### src/rtl/loader_pkg.sv
`default_nettype none
// ----------------------------------------------------------------------------
// loader_pkg : shared types, decode-field layout and legal instruction codes
// Rev 1.0
// ----------------------------------------------------------------------------
package loader_pkg;

  typedef enum logic [2:0] {
    ST_IDLE  = 3'd0,
    ST_LEN0  = 3'd1,
    ST_LEN1  = 3'd2,
    ST_DATA  = 3'd3,
    ST_WRITE = 3'd4,
    ST_DONE  = 3'd5,
    ST_ERROR = 3'd6
  } state_e;

  localparam logic [1:0] ERR_NONE    = 2'b00;
  localparam logic [1:0] ERR_ILLEGAL = 2'b01;
  localparam logic [1:0] ERR_LENGTH  = 2'b10;

  localparam int INST_TYPE_LSB = 0;
  localparam int INST_TYPE_W   = 2;
  localparam int DIR_MODE_LSB  = 2;
  localparam int DIR_MODE_W    = 2;
  localparam int OPCODE_LSB    = 4;
  localparam int OPCODE_W      = 3;
  localparam int FIELD_W       = OPCODE_W + DIR_MODE_W + INST_TYPE_W;

  // Register ALU
  localparam logic [6:0] CODE_RALU_0 = 7'h00;
  localparam logic [6:0] CODE_RALU_1 = 7'h10;
  localparam logic [6:0] CODE_RALU_2 = 7'h20;
  localparam logic [6:0] CODE_RALU_3 = 7'h30;
  localparam logic [6:0] CODE_RALU_4 = 7'h40;
  // Immediate ALU
  localparam logic [6:0] CODE_IALU_0 = 7'h04;
  localparam logic [6:0] CODE_IALU_1 = 7'h14;
  localparam logic [6:0] CODE_IALU_2 = 7'h24;
  // Memory
  localparam logic [6:0] CODE_MEM_0  = 7'h05;
  localparam logic [6:0] CODE_MEM_1  = 7'h15;
  localparam logic [6:0] CODE_MEM_2  = 7'h25;
  localparam logic [6:0] CODE_MEM_3  = 7'h35;
  // Jump / branch
  localparam logic [6:0] CODE_JMP_0  = 7'h06;
  localparam logic [6:0] CODE_JMP_1  = 7'h16;
  localparam logic [6:0] CODE_JMP_2  = 7'h26;
  localparam logic [6:0] CODE_JMP_3  = 7'h36;
  localparam logic [6:0] CODE_JMP_4  = 7'h46;
  localparam logic [6:0] CODE_LUI    = 7'h08;
  localparam logic [6:0] CODE_JAL    = 7'h1A;

  function automatic logic is_legal_inst(input logic [6:0] field);
    logic legal;
    case (field)
      CODE_RALU_0, CODE_RALU_1, CODE_RALU_2, CODE_RALU_3, CODE_RALU_4,
      CODE_IALU_0, CODE_IALU_1, CODE_IALU_2,
      CODE_MEM_0,  CODE_MEM_1,  CODE_MEM_2,  CODE_MEM_3,
      CODE_JMP_0,  CODE_JMP_1,  CODE_JMP_2,  CODE_JMP_3,  CODE_JMP_4,
      CODE_LUI,    CODE_JAL:  legal = 1'b1;
      default:                legal = 1'b0;
    endcase
    return legal;
  endfunction

endpackage
`default_nettype wire

### src/rtl/inst_legality_check.sv
`default_nettype none
// ----------------------------------------------------------------------------
// inst_legality_check : combinational legal-code lookup on the 7-bit decode field
// Rev 1.0
// ----------------------------------------------------------------------------
module inst_legality_check
  import loader_pkg::*;
(
  input  logic [FIELD_W-1:0] decode_field,
  output logic               legal
);

  assign legal = is_legal_inst(decode_field);

endmodule
`default_nettype wire

### src/rtl/inst_stream_loader.sv
`default_nettype none
// ----------------------------------------------------------------------------
// inst_stream_loader : assembles a length-prefixed byte stream into checked
// instruction words and writes them to instruction memory.   Rev 1.0
// ----------------------------------------------------------------------------
module inst_stream_loader
  import loader_pkg::*;
#(
  parameter int ADDR_WIDTH = 10
) (
  input  logic                  clk,
  input  logic                  rst,
  input  logic                  start,
  input  logic [7:0]            in_data,
  input  logic                  in_valid,
  output logic                  in_ready,
  output logic                  mem_we,
  output logic [ADDR_WIDTH-1:0] mem_addr,
  output logic [31:0]           mem_wdata,
  output logic                  cpu_hold,
  output logic                  done,
  output logic                  error,
  output logic [1:0]            err_code,
  output logic [ADDR_WIDTH:0]   words_loaded
);

  localparam int unsigned CAPACITY  = 2 ** ADDR_WIDTH;
  localparam logic [16:0] MAX_WORDS = 17'(CAPACITY);

  state_e                state_q, state_d;
  logic [15:0]           len_q, len_d;
  logic [1:0]            byte_cnt_q, byte_cnt_d;
  logic [31:0]           word_q, word_d;
  logic [ADDR_WIDTH:0]   words_loaded_q, words_loaded_d;
  logic [1:0]            err_code_q, err_code_d;

  logic [FIELD_W-1:0]    decode_field;
  logic                  field_legal;
  logic                  accept;
  logic [15:0]           len_full;
  logic [ADDR_WIDTH:0]   next_count;
  logic                  last_word;

  // Byte 0 is always in place by the time the 4th byte arrives, so the
  // decode field can be checked from the partially assembled word.
  assign decode_field = {word_q[OPCODE_LSB +: OPCODE_W],
                         word_q[DIR_MODE_LSB +: DIR_MODE_W],
                         word_q[INST_TYPE_LSB +: INST_TYPE_W]};

  inst_legality_check u_legality (
    .decode_field (decode_field),
    .legal        (field_legal)
  );

  assign accept     = in_valid && in_ready;
  assign len_full   = {in_data, len_q[7:0]};
  assign next_count = words_loaded_q + (ADDR_WIDTH+1)'(1);
  assign last_word  = (17'(next_count) == {1'b0, len_q});

  always_ff @(posedge clk or posedge rst) begin
    if (rst) begin
      state_q        <= ST_IDLE;
      len_q          <= '0;
      byte_cnt_q     <= '0;
      word_q         <= '0;
      words_loaded_q <= '0;
      err_code_q     <= ERR_NONE;
    end else begin
      state_q        <= state_d;
      len_q          <= len_d;
      byte_cnt_q     <= byte_cnt_d;
      word_q         <= word_d;
      words_loaded_q <= words_loaded_d;
      err_code_q     <= err_code_d;
    end
  end

  always_comb begin
    state_d        = state_q;
    len_d          = len_q;
    byte_cnt_d     = byte_cnt_q;
    word_d         = word_q;
    words_loaded_d = words_loaded_q;
    err_code_d     = err_code_q;

    if (start) begin
      state_d        = ST_LEN0;
      byte_cnt_d     = '0;
      word_d         = '0;
      words_loaded_d = '0;
      err_code_d     = ERR_NONE;
    end else begin
      case (state_q)
        ST_LEN0: begin
          if (accept) begin
            len_d[7:0] = in_data;
            state_d    = ST_LEN1;
          end
        end
        ST_LEN1: begin
          if (accept) begin
            len_d[15:8] = in_data;
            if (len_full == 16'd0) begin
              state_d = ST_DONE;
            end else if ({1'b0, len_full} > MAX_WORDS) begin
              state_d    = ST_ERROR;
              err_code_d = ERR_LENGTH;
            end else begin
              state_d = ST_DATA;
            end
          end
        end
        ST_DATA: begin
          if (accept) begin
            word_d[{byte_cnt_q, 3'b000} +: 8] = in_data;
            byte_cnt_d = byte_cnt_q + 2'd1;
            if (byte_cnt_q == 2'd3) begin
              if (field_legal) begin
                state_d = ST_WRITE;
              end else begin
                state_d    = ST_ERROR;
                err_code_d = ERR_ILLEGAL;
              end
            end
          end
        end
        ST_WRITE: begin
          words_loaded_d = next_count;
          state_d        = last_word ? ST_DONE : ST_DATA;
        end
        default: ;
      endcase
    end
  end

  always_comb begin
    in_ready = 1'b0;
    mem_we   = 1'b0;
    done     = 1'b0;
    error    = 1'b0;
    cpu_hold = 1'b1;
    case (state_q)
      ST_LEN0, ST_LEN1, ST_DATA: in_ready = !start;
      ST_WRITE:                  mem_we   = 1'b1;
      ST_DONE: begin
        done     = 1'b1;
        cpu_hold = 1'b0;
      end
      ST_ERROR:                  error    = 1'b1;
      default: ;
    endcase
  end

  // Address is the running count, so the write for word i lands at i.
  assign mem_addr     = words_loaded_q[ADDR_WIDTH-1:0];
  assign mem_wdata    = word_q;
  assign err_code     = err_code_q;
  assign words_loaded = words_loaded_q;

endmodule
`default_nettype wire
### config.mk
export PLATFORM = sky130hd
export DESIGN_NAME = inst_stream_loader
export DESIGN_NICKNAME = d
export VERILOG_FILES = /design/src/rtl/loader_pkg.sv /design/src/rtl/inst_legality_check.sv /design/src/rtl/inst_stream_loader.sv
export SDC_FILE = /design/constraint.sdc
export NUM_CORES = 1
export LEC_CHECK = 0
export ABC_AREA = 1
export CORE_ASPECT_RATIO = 1.2
export CORE_MARGIN = 3
export CORE_UTILIZATION = 42
export CTS_CLUSTER_DIAMETER = 200
export DETAILED_ROUTE_END_ITERATION = 10
export DONT_BUFFER_PORTS = 1
export GPL_TIMING_DRIVEN = 0
export SETUP_SLACK_MARGIN = 0.05
export SYNTH_ARGS = -nofsm -noshare
export SYNTH_HDL_FRONTEND = slang
export SYNTH_SLANG_ARGS = --single-unit
### constraint.sdc
create_clock -name clk -period 2.05 [get_ports clk]
set_input_delay 0.205 -clock clk [delete_from_list [all_inputs] [get_ports clk]]
set_output_delay 0.205 -clock clk [all_outputs]
set_load 0.1 [all_outputs]
==> results.py <==
metrics = {
    "logic_synthesis": {
        "ys_ff_latch": 66,
        "syn_avg_cell_area_um2": 7.57,
        "synth_cells": 484,
        "synth-xor-area-share": 0,
        "syn-num-nets": 501,
        "yosysSeqAreaShare": 0.451,
        "yosysWarnings": 0,
        "synthDistinctLibCells": 30,
        "synth_top_family_by_area": "simple AND/OR/NAND/NOR gates",
        "yosys.area_share.simple": 0.300,
        "syn_area_mm2": 0.00366,
        "synth-adder-area-share": 0.0171,
        "synth-compound-area-share": 0.131,
        "synthMuxAreaShare": 0,
    },
    "grt": {
        "grt_pass1_wl_um": 15700,
        "grt_max_degree": 67,
        "grt_antenna_before_repair": 0,
        "grt_util_all_layers": 0.199,
        "overflow": 0,
        "grt_pass1_vias": 3315,
    },
    "layout": {
        "final_common_cell": "nand2_1",
        "syn2layout_area_growth_pct": 25.2,
        "instances_no_fill": 640,
        "drive_above_1_share": 0.240,
        "nNetsFinal": 538,
        "final_cell_mix": "114 x nand2_1, 53 x inv_1, 49 x nand3_1",
        "n_antenna_cell": 0,
    },
    "clocking": {
        "cts_root_buf": "clkbuf_8",
        "htreeDepth": 3,
        "cts_max_path_buffers": 2,
        "tritoncts": "built",
        "clock-sinks": 66,
        "path_clk_slew_ps": 70,
        "cts_buffers": 9,
        "clkLatencyLatePin_ps": 340,
    },
    "routing": {
        "antenna_left": 0,
        "wl_per_cell_um": 15.2,
        "drtIter0Drc": 162,
        "vias_per_cell": 5.25,
        "totalWireLength_um": 9750,
        "num_vias": 3359,
        "firstDrtPassIters": 4,
        "drc": 0,
    },
    "worst_setup_path": {
        "worstSetupPathType": "flip-flop to output port",
        "worstPathBufferInverterCount": 2,
        "cpPeakStageDelay_ps": 770,
        "cp_top_family": "buffers and inverters",
        "critPathRequiredTime_ps": 1850,
        "path_max_fanout": 4,
        "cp-endpoint": "cpu_hold",
        "startpoint": "state_q[2]$_DFFE_PP0P_",
        "arrival_ps": 2360,
        "reg2reg_to": "state_q[0]$_DFFE_PP0P_",
        "crit_path_top_delay_cell": "nor3_4",
        "critical_path.startpoint_type": "flip-flop",
        "cp.depth": 3,
        "r2r_cells": 10,
        "crit_path_end_kind": "output port",
        "crit_chain": "inv_4 -> nor3_4 -> inv_1",
        "reg2reg_slack_ps": -80,
        "r2r-start": "state_q[1]$_DFFE_PP0P_",
    },
    "sta": {
        "fmax_mhz": 389,
        "timing.final.ws_setup_ps": -519,
        "tightest_slew_ps": 1000,
        "timing_hold_violations_final": 0,
        "slew_headroom": 0.328,
        "fin_worst_skew_ps": 9.78,
        "final_max_slew_viol_count": 0,
        "finalSetupViolations": 4,
        "rsz0062_at_grt": "true",
        "min_period_ps": 2570,
        "period_share": 1.25,
    },
    "power": {
        "p_leak_nw": 2.04,
        "power_mw": 7.03,
        "power_density_mw_per_mm2": 1530,
        "peakVddDrop_v": 0.000751,
    },
    "floorplan": {
        "start_util": 0.442,
        "die_h_um": 108,
        "core.rowCount": 36,
        "die_area_mm2": 0.00988,
        "coreArea_mm2": 0.00829,
        "die_x_um": 91.3,
        "io_pins": 72,
    },
    "run_status": {
        "status": "finished, violations left",
        "violations": "negative setup slack",
    },
    "place": {
        "hpwlAfterDp_um": 6820,
        "numPortBuffers": 0,
        "dp_cells": 598,
        "place_congestion": 0.878,
    },
    "worst_hold_path": {
        "hold-path-cell-count": 2,
        "hp-class": "input pin to flip-flop",
    },
    "run": {
        "maxCapViolCount": 0,
    },
}
layout make-up:
class / instances / area, um2
multi-input combinational: 335 / 1860
buffer: 18 / 145
clock inverter: 5 / 100
sequential: 66 / 1700
fill: 767 / 3700
tap: 114 / 143
inverter: 65 / 270
clock buffer: 11 / 151
timing repair buffer: 26 / 218
power breakdown:
| part | total [mW] | internal, mW | switching [mW] |
|---|---|---|---|
| logic | 2.07 | 0.756 | 1.32 |
| clock network | 1.38 | 0.871 | 0.512 |
| registers | 3.57 | 1.69 | 1.89 |
| total | 7.03 | 3.32 | 3.71 |
timing repair:
action / CTS / global route
gates cloned: 0 / 0
pin swaps: 10 / 3
buffers inserted: 8 / 9
setup endpoints to repair: 50 / 43
resized for setup: 43 / 47
endpoints found under the hold margin: 77 / 0
hold buffers: 9 / 0
how the worst min path moves through the flow:
stage | from | end | slack, ps
2_1_floorplan | in_data[1] | mem_wdata[17]$_DFFE_PP0P_ | 340
3_3_place_gp | in_data[6] | mem_wdata[22]$_DFFE_PP0P_ | 350
3_5_place_dp | rst | words_loaded[2]$_DFFE_PP0P_ | 300
4_1_cts | in_data[0] | mem_wdata[24]$_DFFE_PP0P_ | 0.4
5_1_grt | in_data[3] | mem_wdata[3]$_DFFE_PP0P_ | 20
6_report | in_data[4] | mem_wdata[4]$_DFFE_PP0P_ | 8
flip-flops by register name (all words and copies together), names as in the netlist:
name,cells
state_q,3
words_loaded,11
len_q,16
mem_wdata,32
err_code,2
byte_cnt_q,2
through the flow:
stage / setup slack [ps] / hold slack (ps) / instance area [um2] / util / TNS (ps)
after CTS: -554 / 0.405 / 4420 / 0.534 / -554
after floorplan: -140 / 343 / 3740 / - / -140
after global routing: -609 / 16.9 / 4590 / 0.553 / -1350
after global placement: -787 / 345 / 3880 / 0.468 / -46880
after detailed placement: -332 / 300 / 3890 / 0.469 / -8020
final: -519 / 7.70 / 4590 / 0.553 / -705
cell usage after synthesis (all sizes together):
library cell / instances / area [um2]
dfrtp: 66 / 1650
nor2: 49 / 209
clkbuf: 4 / 15.0
nor3b: 1 / 18.8
o31ai: 7 / 52.6
a22oi: 1 / 7.51
nor3: 8 / 40.0
o21a: 8 / 60.1
nor4: 2 / 12.5
nand3b: 2 / 15.0
buf: 14 / 108
and2: 1 / 6.26
o21ai: 53 / 265
a211oi: 1 / 7.51
clkinv: 1 / 3.75
nand3: 52 / 260
o22ai: 5 / 31.3
a21oi: 7 / 57.6
ha: 5 / 62.6
nand2: 120 / 455
nand4: 13 / 81.3
inv: 64 / 243
metal layers:
metal,part of all wire,global-route usage,vias to the layer above
met4,0.031,0.0884,0
met2,0.50,0.342,104
met5,0,0,-
met3,0.054,0.0557,20
li1,-,-,1654
met1,0.41,0.232,1581
cells by family after synthesis:
group                    count (synthesis)
adder cells (fa/ha/maj)                  5
AND/OR/NAND/NOR                        248
buffers and inverters                   83
flip-flops                              66
AO/OA/AOI/OAI                           82
No activity file was read; power rests on OpenSTA's default activity.
